[config.mk]
export PLATFORM = sky130hd
export DESIGN_NAME = pipe_perf_monitor
export DESIGN_NICKNAME = d
export VERILOG_FILES = /design/src/rtl/pipe_perf_monitor.sv
export SDC_FILE = /design/constraint.sdc
export NUM_CORES = 1
export LEC_CHECK = 0
export BUFFER_PORTS_ARGS = -buffer_cell sky130_fd_sc_hd__clkbuf_2
export CAP_MARGIN = 20
export CORE_UTILIZATION = 53
export DETAILED_ROUTE_END_ITERATION = 8
export GPL_ROUTABILITY_DRIVEN = 0
export PLACE_DENSITY = 0.87
export SKIP_CTS_REPAIR_TIMING = 1
export SYNTH_ARGS = -nofsm -noshare
export SYNTH_HDL_FRONTEND = slang
export SYNTH_SLANG_ARGS = --single-unit
export TNS_END_PERCENT = 1
[constraint.sdc]
create_clock -name clk_i -period 3.3 [get_ports clk_i]
set_input_delay 0.165 -clock clk_i [delete_from_list [all_inputs] [get_ports clk_i]]
set_output_delay 0.165 -clock clk_i [all_outputs]
set_load 0.005 [all_outputs]
[src/rtl/pipe_perf_monitor.sv]
// Pipeline performance monitor with saturating event counters, a run-length
// cycle counter with a programmable stop limit, and a registered read-back.
module pipe_perf_monitor #(
    parameter  int NUM_EVT = 2,
    parameter  int CNT_W   = 32,
    parameter  int CYC_W   = 32,
    localparam int SEL_W   = (NUM_EVT > 1) ? $clog2(NUM_EVT) : 1
) (
    input  logic               clk_i,
    input  logic               rst_i,
    input  logic               start_i,
    input  logic               clear_i,
    input  logic [CYC_W-1:0]   limit_i,
    input  logic [NUM_EVT-1:0] evt_i,
    input  logic [SEL_W-1:0]   rd_sel_i,
    output logic [CNT_W-1:0]   rd_data_o,
    output logic [CYC_W-1:0]   cycle_o,
    output logic               busy_o,
    output logic               done_o,
    output logic [NUM_EVT-1:0] ovf_o
);

    typedef enum logic [1:0] {
        S_IDLE = 2'd0,
        S_RUN  = 2'd1,
        S_DONE = 2'd2
    } state_t;

    state_t             r_state;
    state_t             w_state_nxt;

    logic [CNT_W-1:0]   r_cnt [NUM_EVT];
    logic [NUM_EVT-1:0] r_ovf;
    logic [CYC_W-1:0]   r_cycle;
    logic [CYC_W-1:0]   r_lim;
    logic [CNT_W-1:0]   r_rd_data;

    logic [CYC_W-1:0]   w_cyc_next;
    logic [CNT_W-1:0]   w_rd_mux;
    logic               w_busy;
    logic               w_done;
    logic               w_start_run;

    // Cycle count as it will be after this edge; sticks at all-ones.
    assign w_cyc_next  = (r_cycle == '1) ? r_cycle : r_cycle + CYC_W'(1);
    assign w_start_run = (r_state == S_IDLE) && start_i && !clear_i;

    // State register.
    always_ff @(posedge clk_i or negedge rst_i) begin
        if (!rst_i) begin
            r_state <= S_IDLE;
        end else begin
            r_state <= w_state_nxt;
        end
    end

    // Next-state logic; clear overrides every other transition.
    always_comb begin
        w_state_nxt = r_state;
        if (clear_i) begin
            w_state_nxt = S_IDLE;
        end else begin
            case (r_state)
                S_IDLE: if (start_i) w_state_nxt = S_RUN;
                S_RUN:  if ((r_lim != '0) && (w_cyc_next == r_lim)) w_state_nxt = S_DONE;
                S_DONE: w_state_nxt = S_DONE;
                default: w_state_nxt = S_IDLE;
            endcase
        end
    end

    // Status outputs decoded from the state register only.
    always_comb begin
        w_busy = 1'b0;
        w_done = 1'b0;
        case (r_state)
            S_RUN:   w_busy = 1'b1;
            S_DONE:  w_done = 1'b1;
            default: ;
        endcase
    end

    // Limit is captured only on the IDLE->RUN transition.
    always_ff @(posedge clk_i or negedge rst_i) begin
        if (!rst_i) begin
            r_lim <= '0;
        end else if (w_start_run) begin
            r_lim <= limit_i;
        end
    end

    // Cycle counter advances on every RUN edge.
    always_ff @(posedge clk_i or negedge rst_i) begin
        if (!rst_i) begin
            r_cycle <= '0;
        end else if (clear_i) begin
            r_cycle <= '0;
        end else if (r_state == S_RUN) begin
            r_cycle <= w_cyc_next;
        end
    end

    // Per-channel saturating event counters with sticky overflow flags.
    always_ff @(posedge clk_i or negedge rst_i) begin
        if (!rst_i) begin
            for (int unsigned k = 0; k < NUM_EVT; k++) begin
                r_cnt[k] <= '0;
            end
            r_ovf <= '0;
        end else if (clear_i) begin
            for (int unsigned k = 0; k < NUM_EVT; k++) begin
                r_cnt[k] <= '0;
            end
            r_ovf <= '0;
        end else if (r_state == S_RUN) begin
            for (int unsigned k = 0; k < NUM_EVT; k++) begin
                if (evt_i[k]) begin
                    if (r_cnt[k] == '1) begin
                        r_ovf[k] <= 1'b1;
                    end else begin
                        r_cnt[k] <= r_cnt[k] + CNT_W'(1);
                    end
                end
            end
        end
    end

    // Read-back select; out-of-range selects return zero.
    always_comb begin
        w_rd_mux = '0;
        for (int unsigned k = 0; k < NUM_EVT; k++) begin
            if (32'(rd_sel_i) == k) begin
                w_rd_mux = r_cnt[k];
            end
        end
    end

    // Registered read-back of the pre-edge counter value.
    always_ff @(posedge clk_i or negedge rst_i) begin
        if (!rst_i) begin
            r_rd_data <= '0;
        end else begin
            r_rd_data <= w_rd_mux;
        end
    end

    assign rd_data_o = r_rd_data;
    assign cycle_o   = r_cycle;
    assign busy_o    = w_busy;
    assign done_o    = w_done;
    assign ovf_o     = r_ovf;

endmodule
# After elaboration in Yosys (flattened, before gate mapping)
# Cells that the tools add are included.
word_totals:
  reg_bits: 164
  out_inout_bits: 68
  input_bits: 39
  wordCells: 59
op_classes:
  n_addsub: 3
  mux: 22
  n_eq_ne: 10
  n_reduce_logical: 16
ops:
  columns: ["cell", "count"]
  rows:
  - ["two-way mux 32 bit", 8]
  - ["two-way mux 64 bit", 2]
  - ["adder 32 x 1 -> 32 bit, second input constant", 3]
  - ["== test 32 bit, second input constant", 3]
  - ["== test 32 bit", 1]
  - ["nonzero test 32 bit", 1]
  - ["AND reduction 3 bit", 4]
  - ["two-way mux 2 bit", 5]
  - ["nonzero test 2 bit", 5]
  - ["two-way mux 1 bit", 6]
  - ["!= test 3 bit, second input constant", 2]
  - ["case mux 2 bit (3 select lines)", 1]
  - ["!= test 2 bit, second input constant", 2]
  - ["logical AND 1 bit", 3]
  - ["== test 2 x 1 -> 1 bit, second input constant", 1]
  - ["== test 2 bit, second input constant", 1]
  - ["zero test 2 bit", 1]
  - ["AND reduction 2 bit", 1]
  - ["zero test 1 bit", 1]

# Depth between registers and ports, before layout
# Gate-level depths: netlist of run 1.
logic_depth:
  depth_word: 7
  depth_mapped: 11

# Least setup slack after synthesis of run 1
# No wires, ideal clock.
synth_path:
  path_kind: "register -> register"
  startpoint: "register r_cycle[0] (netlist: cycle_o[0])"
  endpoint: "register r_state[1]"
  stages_incl_launch_ff: 12
  setup_slack_ps: 36
  path_buffers: 1
  setup_ps: 78
  t_required_ps: 3222
  t_arrival_ps: 3186
  cell_sequence: "dfrtp_1 -> ha_1 -> nand4_2 -> or4_1 -> buf_6 -> o31ai_4 -> mux2i_1 -> or3b_1 -> a22oi_2 -> a41oi_2 -> or3b_1 -> a21oi_1"
synth_between:
  elab_chain_len: 6
  elab_cells_between_ends: 7
  classes_between: "add/sub: 1; eq/ne: 3; mux: 1; reduce/logical: 2"
synth_rtl:
  columns: ["element", "line", "text"]
  rows:
  - ["start, declared", "34", "logic [CYC_W-1:0] r_cycle;"]
  - ["start signal, assigned", "99", "r_cycle <= w_cyc_next;"]
  - ["adder 32 x 1 -> 32 bit / == test 32 bit (equally long branches)", "45", "assign w_cyc_next = (r_cycle == '1) ? r_cycle : r_cycle + CYC_W'(1);"]
  - ["two-way mux 32 bit *", "45", null]
  - ["== test 32 bit *", "65", "S_RUN: if ((r_lim != '0) && (w_cyc_next == r_lim)) w_state_nxt = S_DONE;"]
  - ["logical AND 1 bit *", "65", null]
  - ["!= test 3 bit (no source line) *", null, null]
  - ["AND reduction 2 bit (no source line) *", null, null]
  - ["end signal, assigned", "53", "r_state <= w_state_nxt;"]
  - ["end, declared", "29", "state_t r_state;"]
# Every way passes the cells marked *; elsewhere a longest branch is shown, timed or not.
# A chain may end at the register's enable or synchronous reset.

# Worst setup path in the final report of run 1
layout_path:
  startpoint: "register r_cycle[6] (netlist: cycle_o[6])"
  endpoint: "register r_state[1]"
# The elaborated chain is that of the path after synthesis.

==> report_table.html, run 1 <==
<table>
<tr><th>Metric</th><th>Value</th></tr>
<tr><th colspan="2">Place</th></tr>
<tr><td>Number of I/O port buffers</td><td>106</td></tr>
<tr><td>Worst slack after detailed placement</td><td>0.0434 ns</td></tr>
<tr><td>Final HPWL from detailed placement</td><td>15500 um</td></tr>
<tr><td>Placed cell area</td><td>0.00963 mm^2</td></tr>
<tr><th colspan="2">CTS</th></tr>
<tr><td>H-tree levels</td><td>4</td></tr>
<tr><td>Clk pin slew, worst setup/hold paths</td><td>0.07 ns</td></tr>
<tr><td>CTS tree</td><td>done</td></tr>
<tr><td>Clock latency on the worst-skew pair</td><td>0.43 ns</td></tr>
<tr><td>Buffer type at the clock tree root</td><td>clkbuf_16</td></tr>
<tr><td>Number of sinks driven by the clock tree</td><td>164</td></tr>
<tr><td>Deepest clock path buffer count</td><td>2</td></tr>
<tr><td>TritonCTS buffer count</td><td>17</td></tr>
<tr><th colspan="2">Synth</th></tr>
<tr><td>Cell area after synthesis</td><td>0.00865 mm^2</td></tr>
<tr><td>Ys Warns</td><td>0</td></tr>
<tr><td>Library cell with the highest instance count after synthesis</td><td>dfrtp_1</td></tr>
<tr><td>Commonest cells post-synth</td><td>164 x dfrtp_1, 107 x nor2_1, 63 x mux2_2, 60 x xor2_1, 57 x nand2_1</td></tr>
<tr><td>Fraction of registers with async set or reset after synthesis</td><td>1.00</td></tr>
<tr><td>Synthesized Nets</td><td>903</td></tr>
<tr><td>Unique cell type count in the Yosys netlist</td><td>58</td></tr>
<tr><td>Dominant cell type by area after synthesis</td><td>dfrtp_1</td></tr>
<tr><td>Synthesized area per cell</td><td>10.1 um^2</td></tr>
<tr><td>Top cells by area in the synthesized netlist</td><td>dfrtp_1 47%, mux2_2 8.2%, xor2_1 6.1%</td></tr>
<tr><td>Mapped Cells</td><td>858</td></tr>
<tr><td>Share of the synthesized area in the top cell type</td><td>0.475</td></tr>
<tr><td>Number of enable flip-flop cells after synthesis</td><td>0</td></tr>
<tr><td>Post-synthesis sequential area ratio</td><td>0.475</td></tr>
<tr><td>Primary flip-flop cell chosen by synthesis mapping</td><td>dfrtp_1</td></tr>
<tr><td>Count of state elements after synthesis</td><td>164</td></tr>
<tr><th colspan="2">Die</th></tr>
<tr><td>Die extent in y</td><td>130 um</td></tr>
<tr><td>Effective utilization at floorplan</td><td>0.544</td></tr>
<tr><td>Overall die area</td><td>0.0168 mm^2</td></tr>
<tr><td>Number of core rows</td><td>46</td></tr>
<tr><td>Boundary Pins</td><td>107</td></tr>
<tr><td>CORE AREA</td><td>0.0159 mm^2</td></tr>
<tr><td>Horizontal die dimension</td><td>130 um</td></tr>
<tr><th colspan="2">Route</th></tr>
<tr><td>Drt wl/cell</td><td>18.3 um</td></tr>
<tr><td>Drc violations</td><td>0</td></tr>
<tr><td>Routed vias/inst</td><td>6.00</td></tr>
<tr><td>Number of nets with antenna violations after detailed routing</td><td>0</td></tr>
<tr><td>Number of iterations in the first detailed-routing pass</td><td>7</td></tr>
<tr><td>Initial DRC Count</td><td>916</td></tr>
<tr><td>Number of vias in the routed layout</td><td>7500</td></tr>
<tr><td>Aggregate routed wire length</td><td>22800 um</td></tr>
<tr><th colspan="2">Outcome</th></tr>
<tr><td>Run status</td><td>completed</td></tr>
<tr><th colspan="2">Critical path</th></tr>
<tr><td>Worst setup endpoint</td><td>r_state[1]$_DFFE_PN0P_</td></tr>
<tr><td>Worst setup startpoint</td><td>cycle_o[6]$_DFFE_PN0P_</td></tr>
<tr><td>Kind of launch point of the worst setup path</td><td>flop</td></tr>
<tr><td>Critical setup path kind</td><td>reg2reg</td></tr>
<tr><td>FF-to-FF End</td><td>r_state[1]$_DFFE_PN0P_</td></tr>
<tr><td>Required time at the endpoint of the critical path</td><td>3.65 ns</td></tr>
<tr><td>Setup slack on the worst flop-to-flop path</td><td>0.12 ns</td></tr>
<tr><td>Type of element capturing the critical path</td><td>flop</td></tr>
<tr><td>Launch instance of the worst register-to-register path</td><td>cycle_o[6]$_DFFE_PN0P_</td></tr>
<tr><td>Crit path max fanout</td><td>8</td></tr>
<tr><td>Worst-case reg-to-reg path depth</td><td>9</td></tr>
<tr><td>Arrival time at the worst endpoint</td><td>3.53 ns</td></tr>
<tr><th colspan="2">Timing</th></tr>
<tr><td>Fraction of the cycle the final worst path needs</td><td>0.963</td></tr>
<tr><td>Count of endpoints failing hold in the final timing report</td><td>0</td></tr>
<tr><td>Final worst setup slack</td><td>0.122 ns</td></tr>
<tr><td>Number of max-slew violations in the final report</td><td>0</td></tr>
<tr><td>Final critical delay including setup and external delays</td><td>3.18 ns</td></tr>
<tr><td>Final worst hold slack</td><td>0.0603 ns</td></tr>
<tr><td>Number of failing setup endpoints in the final timing report</td><td>0</td></tr>
<tr><td>Worst slew margin</td><td>0.422</td></tr>
<tr><td>Total negative slack</td><td>0 ns</td></tr>
<tr><td>Highest Clock Rate</td><td>0.315 GHz</td></tr>
<tr><td>Worst Tran Pin Value</td><td>0.867 ns</td></tr>
<tr><td>Max Clock Skew</td><td>0.0118 ns</td></tr>
<tr><th colspan="2">Pwr</th></tr>
<tr><td>Lkg Pwr</td><td>4.65 nW</td></tr>
<tr><td>Areal power density over the cells</td><td>556 mW/mm^2</td></tr>
<tr><td>Peak ir drop on the vdd network</td><td>0.497 mV</td></tr>
<tr><td>PnR Total Power</td><td>5.91 mW</td></tr>
<tr><th colspan="2">Job</th></tr>
<tr><td>Max_cap viols</td><td>0</td></tr>
<tr><th colspan="2">GRT</th></tr>
<tr><td>Global-route congestion overflow total</td><td>0</td></tr>
<tr><td>All-Layer GR Usage</td><td>0.274</td></tr>
<tr><td>Wire length of the first global-routing pass</td><td>35300 um</td></tr>
<tr><td>Number of global-route vias before repair</td><td>7012</td></tr>
<tr><td>Maximum number of pins on one net before global-route repair</td><td>83</td></tr>
<tr><td>Antenna violations before repair</td><td>0</td></tr>
<tr><th colspan="2">Finish</th></tr>
<tr><td>Fraction of final layout cells sized beyond drive strength 1</td><td>0.258</td></tr>
<tr><td>Count of inserted antenna diode cells</td><td>0</td></tr>
<tr><td>Filler Cell Count</td><td>1193</td></tr>
<tr><td># nets final</td><td>1066</td></tr>
<tr><td>Signed area change from the synthesized netlist to the final layout</td><td>22.8%</td></tr>
<tr><td>Final Instance Area</td><td>0.0106 mm^2</td></tr>
<tr><th colspan="2">Worst hold path</th></tr>
<tr><td>Tightest Hold Check Type</td><td>in2reg</td></tr>
<tr><td>Hold path start</td><td>evt_i[0]</td></tr>
<tr><td>Worst hold stages</td><td>3</td></tr>
</table>
cells by family (layout without fill, tap and decap cells):
| group | Yosys count | count (layout) | synth area share |
|---|---|---|---|
| AOI/OAI and AO/OA | 95 | 95 | 0.0757 |
| xor gates and xnor gates | 115 | 115 | 0.116 |
| adders and majority gates | 6 | 6 | 0.00868 |
| buffers and inverters | 56 | 232 | 0.0260 |
| DFF | 164 | 164 | 0.475 |
| muxes | 67 | 67 | 0.0867 |
| and+or+nand+nor | 355 | 355 | 0.212 |
per-stage QoR:
stage | instances | util
2_1_floorplan | 858 | -
6_report | 1250 | 0.668
4_1_cts | 1217 | 0.645
3_3_place_gp | 1185 | 0.606
3_5_place_dp | 1185 | 0.606
5_1_grt | 1250 | 0.668
sequential cells by signal (all words and copies together), names as in the netlist:
register / cells
r_state: 2
rd_data_o: 32
r_cnt: 64
r_lim: 32
cycle_o: 32
ovf_o: 2
worst min-delay path by stage:
stage                             end
2_1_floorplan  cycle_o[0]$_DFFE_PN0P_
3_3_place_gp    r_lim[31]$_DFFE_PN0P_
3_5_place_dp    r_lim[31]$_DFFE_PN0P_
4_1_cts         r_lim[31]$_DFFE_PN0P_
5_1_grt          ovf_o[0]$_DFFE_PN0P_
6_report         ovf_o[0]$_DFFE_PN0P_
routing by layer:
layer	vias up	GRT usage	part of all wire
met5	-	0	0
met4	0	0.117	0.033
met2	401	0.457	0.49
met3	82	0.0558	0.078
li1	3374	-	-
met1	3643	0.348	0.39
area by class of cell:
| class | count | area, um^2 | share of cell area |
|---|---|---|---|
| clock buffer | 17 | 425 | 0.0401 |
| tap | 216 | 270 | 0.0255 |
| multi-input combinational | 638 | 4360 | 0.411 |
| sequential | 164 | 4110 | 0.387 |
| timing repair buffer | 184 | 1200 | 0.113 |
| clock inverter | 15 | 194 | 0.0183 |
| inverter | 16 | 60.1 | 0.00566 |
worst max-delay path, cell delays in order, from the launching register on:
cell	delay [ns]
dfrtp_1	0.51
nand4_2	0.15
or4_4	0.66
o311ai_2	0.50
nor2_1	0.10
xnor2_1	0.14
a211oi_1	0.33
a41oi_2	0.20
or3b_1	0.39
a21oi_1	0.12
report_power, final:
part | switching, mW | internal, mW | total (mW)
sequential | 0.330 | 2.24 | 2.57
combinational | 0.647 | 0.610 | 1.26
clock | 0.868 | 1.21 | 2.08
layout by cell type (no fill, tap or decap), types with 33 or more instances in the layout:
cell	synthesis	final
dfrtp_1	164	163
mux2_2	63	63
nor2_1	107	107
xnor2_1	55	55
dlygate4sd3_1	0	33
xor2_1	60	60
clkbuf_2	0	104
nand2_1	57	57
nand3_1	40	40
buf_4	0	45
Note: power is estimated with default switching activity, not from simulation.
==> inputs of run 2 (changes only) <==
--- a/config.mk
+++ b/config.mk
@@ -7,10 +7,12 @@
 export LEC_CHECK = 0
 export BUFFER_PORTS_ARGS = -buffer_cell sky130_fd_sc_hd__clkbuf_2
 export CAP_MARGIN = 20
-export CORE_UTILIZATION = 53
+export CELL_PAD_IN_SITES_DETAIL_PLACEMENT = 1
+export CELL_PAD_IN_SITES_GLOBAL_PLACEMENT = 1
+export CORE_UTILIZATION = 41
 export DETAILED_ROUTE_END_ITERATION = 8
 export GPL_ROUTABILITY_DRIVEN = 0
-export PLACE_DENSITY = 0.87
+export PLACE_DENSITY = 0.86
 export SKIP_CTS_REPAIR_TIMING = 1
 export SYNTH_ARGS = -nofsm -noshare
 export SYNTH_HDL_FRONTEND = slang
==> run 2 against run 1 <==
Effect of this change:
- the run now ends with hold timing left
- die area is 29% higher
- via count is 0.24% lower
- sequential power hardly changed
- largest cell class unchanged
==> report_table.html, run 2 (same netlist as run 1, synthesis figures left out) <==
<table>
<tr><th>Metric</th><th>Value</th></tr>
<tr><th colspan="2">Outcome</th></tr>
<tr><td>Run status</td><td>finished with violations</td></tr>
<tr><td>Violations in the final reports</td><td>hold timing</td></tr>
<tr><th colspan="2">Timing</th></tr>
<tr><td>Number of max-slew violations in the final report</td><td>0 (unchanged)</td></tr>
<tr><td>Fraction of the cycle the final worst path needs</td><td>0.951 (-0.0124)</td></tr>
<tr><td>Number of failing setup endpoints in the final timing report</td><td>0 (unchanged)</td></tr>
<tr><td>Worst Tran Pin Value</td><td>0.950 ns (+0.0832 ns)</td></tr>
<tr><td>Final worst hold slack</td><td>-0.00687 ns (-0.0671 ns)</td></tr>
<tr><td>Final critical delay including setup and external delays</td><td>3.14 ns (-0.0409 ns)</td></tr>
<tr><td>Worst slew margin</td><td>0.367 (-0.0555)</td></tr>
<tr><td>Highest Clock Rate</td><td>0.319 GHz (+1.3%)</td></tr>
<tr><td>RSZ-0062 raised after global routing</td><td>false</td></tr>
<tr><td>Count of endpoints failing hold in the final timing report</td><td>1 (+1)</td></tr>
<tr><td>Max Clock Skew</td><td>0.00898 ns (-0.00278 ns)</td></tr>
<tr><th colspan="2">Finish</th></tr>
<tr><td>Count of inserted antenna diode cells</td><td>0 (unchanged)</td></tr>
<tr><td>Most common cell after layout, fill and taps aside</td><td>dfrtp_1</td></tr>
<tr><td>Most flop-heavy register</td><td>r_cnt</td></tr>
<tr><td>Fraction of final layout cells sized beyond drive strength 1</td><td>0.265 (+0.00697)</td></tr>
<tr><td>Finished Core Util</td><td>0.526 (-0.142)</td></tr>
<tr><td>Signed area change from the synthesized netlist to the final layout</td><td>24.4%</td></tr>
<tr><td>Commonest cells after routing, fill and taps aside</td><td>161 x dfrtp_1, 107 x nor2_1, 104 x clkbuf_2</td></tr>
<tr><td>Non-filler instance count after layout</td><td>1307 (+4.6%)</td></tr>
<tr><td>Number of flip-flops under the largest register name</td><td>64 (unchanged)</td></tr>
<tr><td># nets final</td><td>1070 (+0.38%)</td></tr>
<tr><th colspan="2">Route</th></tr>
<tr><td>Number of vias in the routed layout</td><td>7482 (-0.24%)</td></tr>
<tr><td>Aggregate routed wire length</td><td>27300 um (+19%)</td></tr>
<tr><td>Initial DRC Count</td><td>545 (-41%)</td></tr>
<tr><td>Drc violations</td><td>0 (unchanged)</td></tr>
<tr><td>Drt wl/cell</td><td>20.9 um (+14%)</td></tr>
<tr><td>Number of iterations in the first detailed-routing pass</td><td>5 (-2)</td></tr>
<tr><td>Number of nets with antenna violations after detailed routing</td><td>0 (unchanged)</td></tr>
<tr><td>Routed vias/inst</td><td>5.72 (-4.6%)</td></tr>
<tr><th colspan="2">GRT</th></tr>
<tr><td>Maximum number of pins on one net before global-route repair</td><td>73 (-12%)</td></tr>
<tr><td>All-Layer GR Usage</td><td>0.257 (-0.0165)</td></tr>
<tr><td>Number of global-route vias before repair</td><td>7870 (+12%)</td></tr>
<tr><td>Antenna violations before repair</td><td>0 (unchanged)</td></tr>
<tr><td>Wire length of the first global-routing pass</td><td>43400 um (+23%)</td></tr>
<tr><td>Global-route congestion overflow total</td><td>0 (unchanged)</td></tr>
<tr><th colspan="2">Pwr</th></tr>
<tr><td>Lkg Pwr</td><td>4.69 nW (+0.81%)</td></tr>
<tr><td>Peak ir drop on the vdd network</td><td>0.387 mV (-22%)</td></tr>
<tr><td>Areal power density over the cells</td><td>547 mW/mm^2 (-1.7%)</td></tr>
<tr><th colspan="2">Critical path</th></tr>
<tr><td>Type of element capturing the critical path</td><td>flop</td></tr>
<tr><td>Launch instance of the worst register-to-register path</td><td>cycle_o[0]$_DFFE_PN0P_</td></tr>
<tr><td>Worst-case reg-to-reg path depth</td><td>11 (+2)</td></tr>
<tr><td>Critical setup path kind</td><td>reg2reg</td></tr>
<tr><td>Setup slack on the worst flop-to-flop path</td><td>0.16 ns (+0.04 ns)</td></tr>
<tr><td>Arrival time at the worst endpoint</td><td>3.50 ns (-0.03 ns)</td></tr>
<tr><td>Required time at the endpoint of the critical path</td><td>3.66 ns (about the same)</td></tr>
<tr><td>Kind of launch point of the worst setup path</td><td>flop</td></tr>
<tr><td>FF-to-FF End</td><td>r_state[1]$_DFFE_PN0P_</td></tr>
<tr><td>Crit path max fanout</td><td>5 (-3)</td></tr>
<tr><th colspan="2">CTS</th></tr>
<tr><td>H-tree levels</td><td>4 (unchanged)</td></tr>
<tr><td>Clock latency on the worst-skew pair</td><td>0.44 ns (about the same)</td></tr>
<tr><td>Clk pin slew, worst setup/hold paths</td><td>0.07 ns (about the same)</td></tr>
<tr><td>Buffer type at the clock tree root</td><td>clkbuf_16</td></tr>
<tr><td>Deepest clock path buffer count</td><td>2 (unchanged)</td></tr>
<tr><td>CTS tree</td><td>done</td></tr>
<tr><td>TritonCTS buffer count</td><td>17 (unchanged)</td></tr>
<tr><td>Number of sinks driven by the clock tree</td><td>164 (unchanged)</td></tr>
<tr><th colspan="2">Die</th></tr>
<tr><td>Overall die area</td><td>0.0217 mm^2 (+29%)</td></tr>
<tr><td>Die extent in y</td><td>147 um (+13%)</td></tr>
<tr><td>CORE AREA</td><td>0.0204 mm^2 (+29%)</td></tr>
<tr><td>Boundary Pins</td><td>107 (unchanged)</td></tr>
<tr><td>Number of core rows</td><td>52 (+13%)</td></tr>
<tr><td>Effective utilization at floorplan</td><td>0.423 (-0.121)</td></tr>
<tr><td>Horizontal die dimension</td><td>147 um (+13%)</td></tr>
<tr><th colspan="2">Worst hold path</th></tr>
<tr><td>Worst hold stages</td><td>2 (-1)</td></tr>
<tr><td>Tightest Hold Check Type</td><td>in2reg</td></tr>
<tr><td>Hold Path End</td><td>r_lim[31]$_DFFE_PN0P_</td></tr>
<tr><td>Hold path start</td><td>limit_i[31]</td></tr>
<tr><th colspan="2">Place</th></tr>
<tr><td>Final HPWL from detailed placement</td><td>18400 um (+19%)</td></tr>
<tr><td>Number of I/O port buffers</td><td>106 (unchanged)</td></tr>
<tr><td>Placed Cells incl. Taps</td><td>1243 (+4.9%)</td></tr>
<tr><th colspan="2">Job</th></tr>
<tr><td>Max_cap viols</td><td>0 (unchanged)</td></tr>
</table>
## run 2: changes by cell type in the layout (fill, tap and decap cells not counted), sizes merged
cell,change
buf,+5
bufinv,-1
clkbuf,+2
clkinv,-1
dlygate4sd3,-1
inv,-1
## run 2: final cells by class
class                   count  area, um^2
clock inverters            12         148
clock buffers              19         433
multi-input cells         638        4420
inverters                  16        60.1
well taps                 270         338
fillers                  2324        9680
repair buffers            188        1250
flip-flops and latches    164        4110
## run 2: power by group
part           switching (mW)  leakage (nW)  internal [mW]  total, mW
combinational           0.684          2.20          0.610       1.29
clock                   0.874         0.277           1.13       2.00
sequential              0.341          2.21           2.24       2.58
total                    1.90          4.69           3.98       5.88
## run 2: worst max-delay path by stage
stage / startpoint / endpoint / slack, ns
floorplan: cycle_o[0]$_DFFE_PN0P_ / r_state[1]$_DFFE_PN0P_ / 0.04
global placement: cycle_o[0]$_DFFE_PN0P_ / r_state[1]$_DFFE_PN0P_ / 0.15
detailed placement: cycle_o[0]$_DFFE_PN0P_ / r_state[1]$_DFFE_PN0P_ / 0.03
CTS: cycle_o[0]$_DFFE_PN0P_ / r_state[1]$_DFFE_PN0P_ / -0.07
global route: cycle_o[0]$_DFFE_PN0P_ / r_state[1]$_DFFE_PN0P_ / 0.002
finish: cycle_o[0]$_DFFE_PN0P_ / r_state[1]$_DFFE_PN0P_ / 0.16
## run 2: metrics by stage
| step | setup WS (ns) | area [um^2] | hold slack (ns) | power (mW) | TNS (ns) |
|---|---|---|---|---|---|
| global placement | 0.147 | 9740 | 0.221 | 3.78 | 0 |
| detailed placement | 0.0319 | 9740 | 0.212 | 3.82 | 0 |
| floorplan | 0.0358 | 8650 | -0.131 | 3.33 | 0 |
| finish | 0.163 | 10800 | -0.00687 | 5.88 | 0 |
| global route | 0.00221 | 10800 | 0.00166 | 6.14 | 0 |
| CTS | -0.0653 | 10300 | -0.232 | 5.85 | -0.0653 |
## run 2: metal layers
metal | track usage | wire (um) | vias to the layer above | part of all wire
met5 | 0 | 0 | - | 0
met4 | 0.104 | 888 | 0 | 0.033
met3 | 0.0425 | 1200 | 77 | 0.044
met2 | 0.442 | 14000 | 226 | 0.51
met1 | 0.322 | 11200 | 3791 | 0.41
li1 | - | - | 3388 | -
## run 2: worst max-delay path, cell delays in order, from the launching register on
cell and delay, ns:
dfrtp_1 0.37, ha_1 0.21, buf_4 0.16, and4_1 0.24, nand3_1 0.14, a311oi_2 0.30, mux2_2 0.39, a2111oi_2 0.28
and4_1 0.27, a41oi_2 0.16, or3b_1 0.40, a21oi_1 0.13
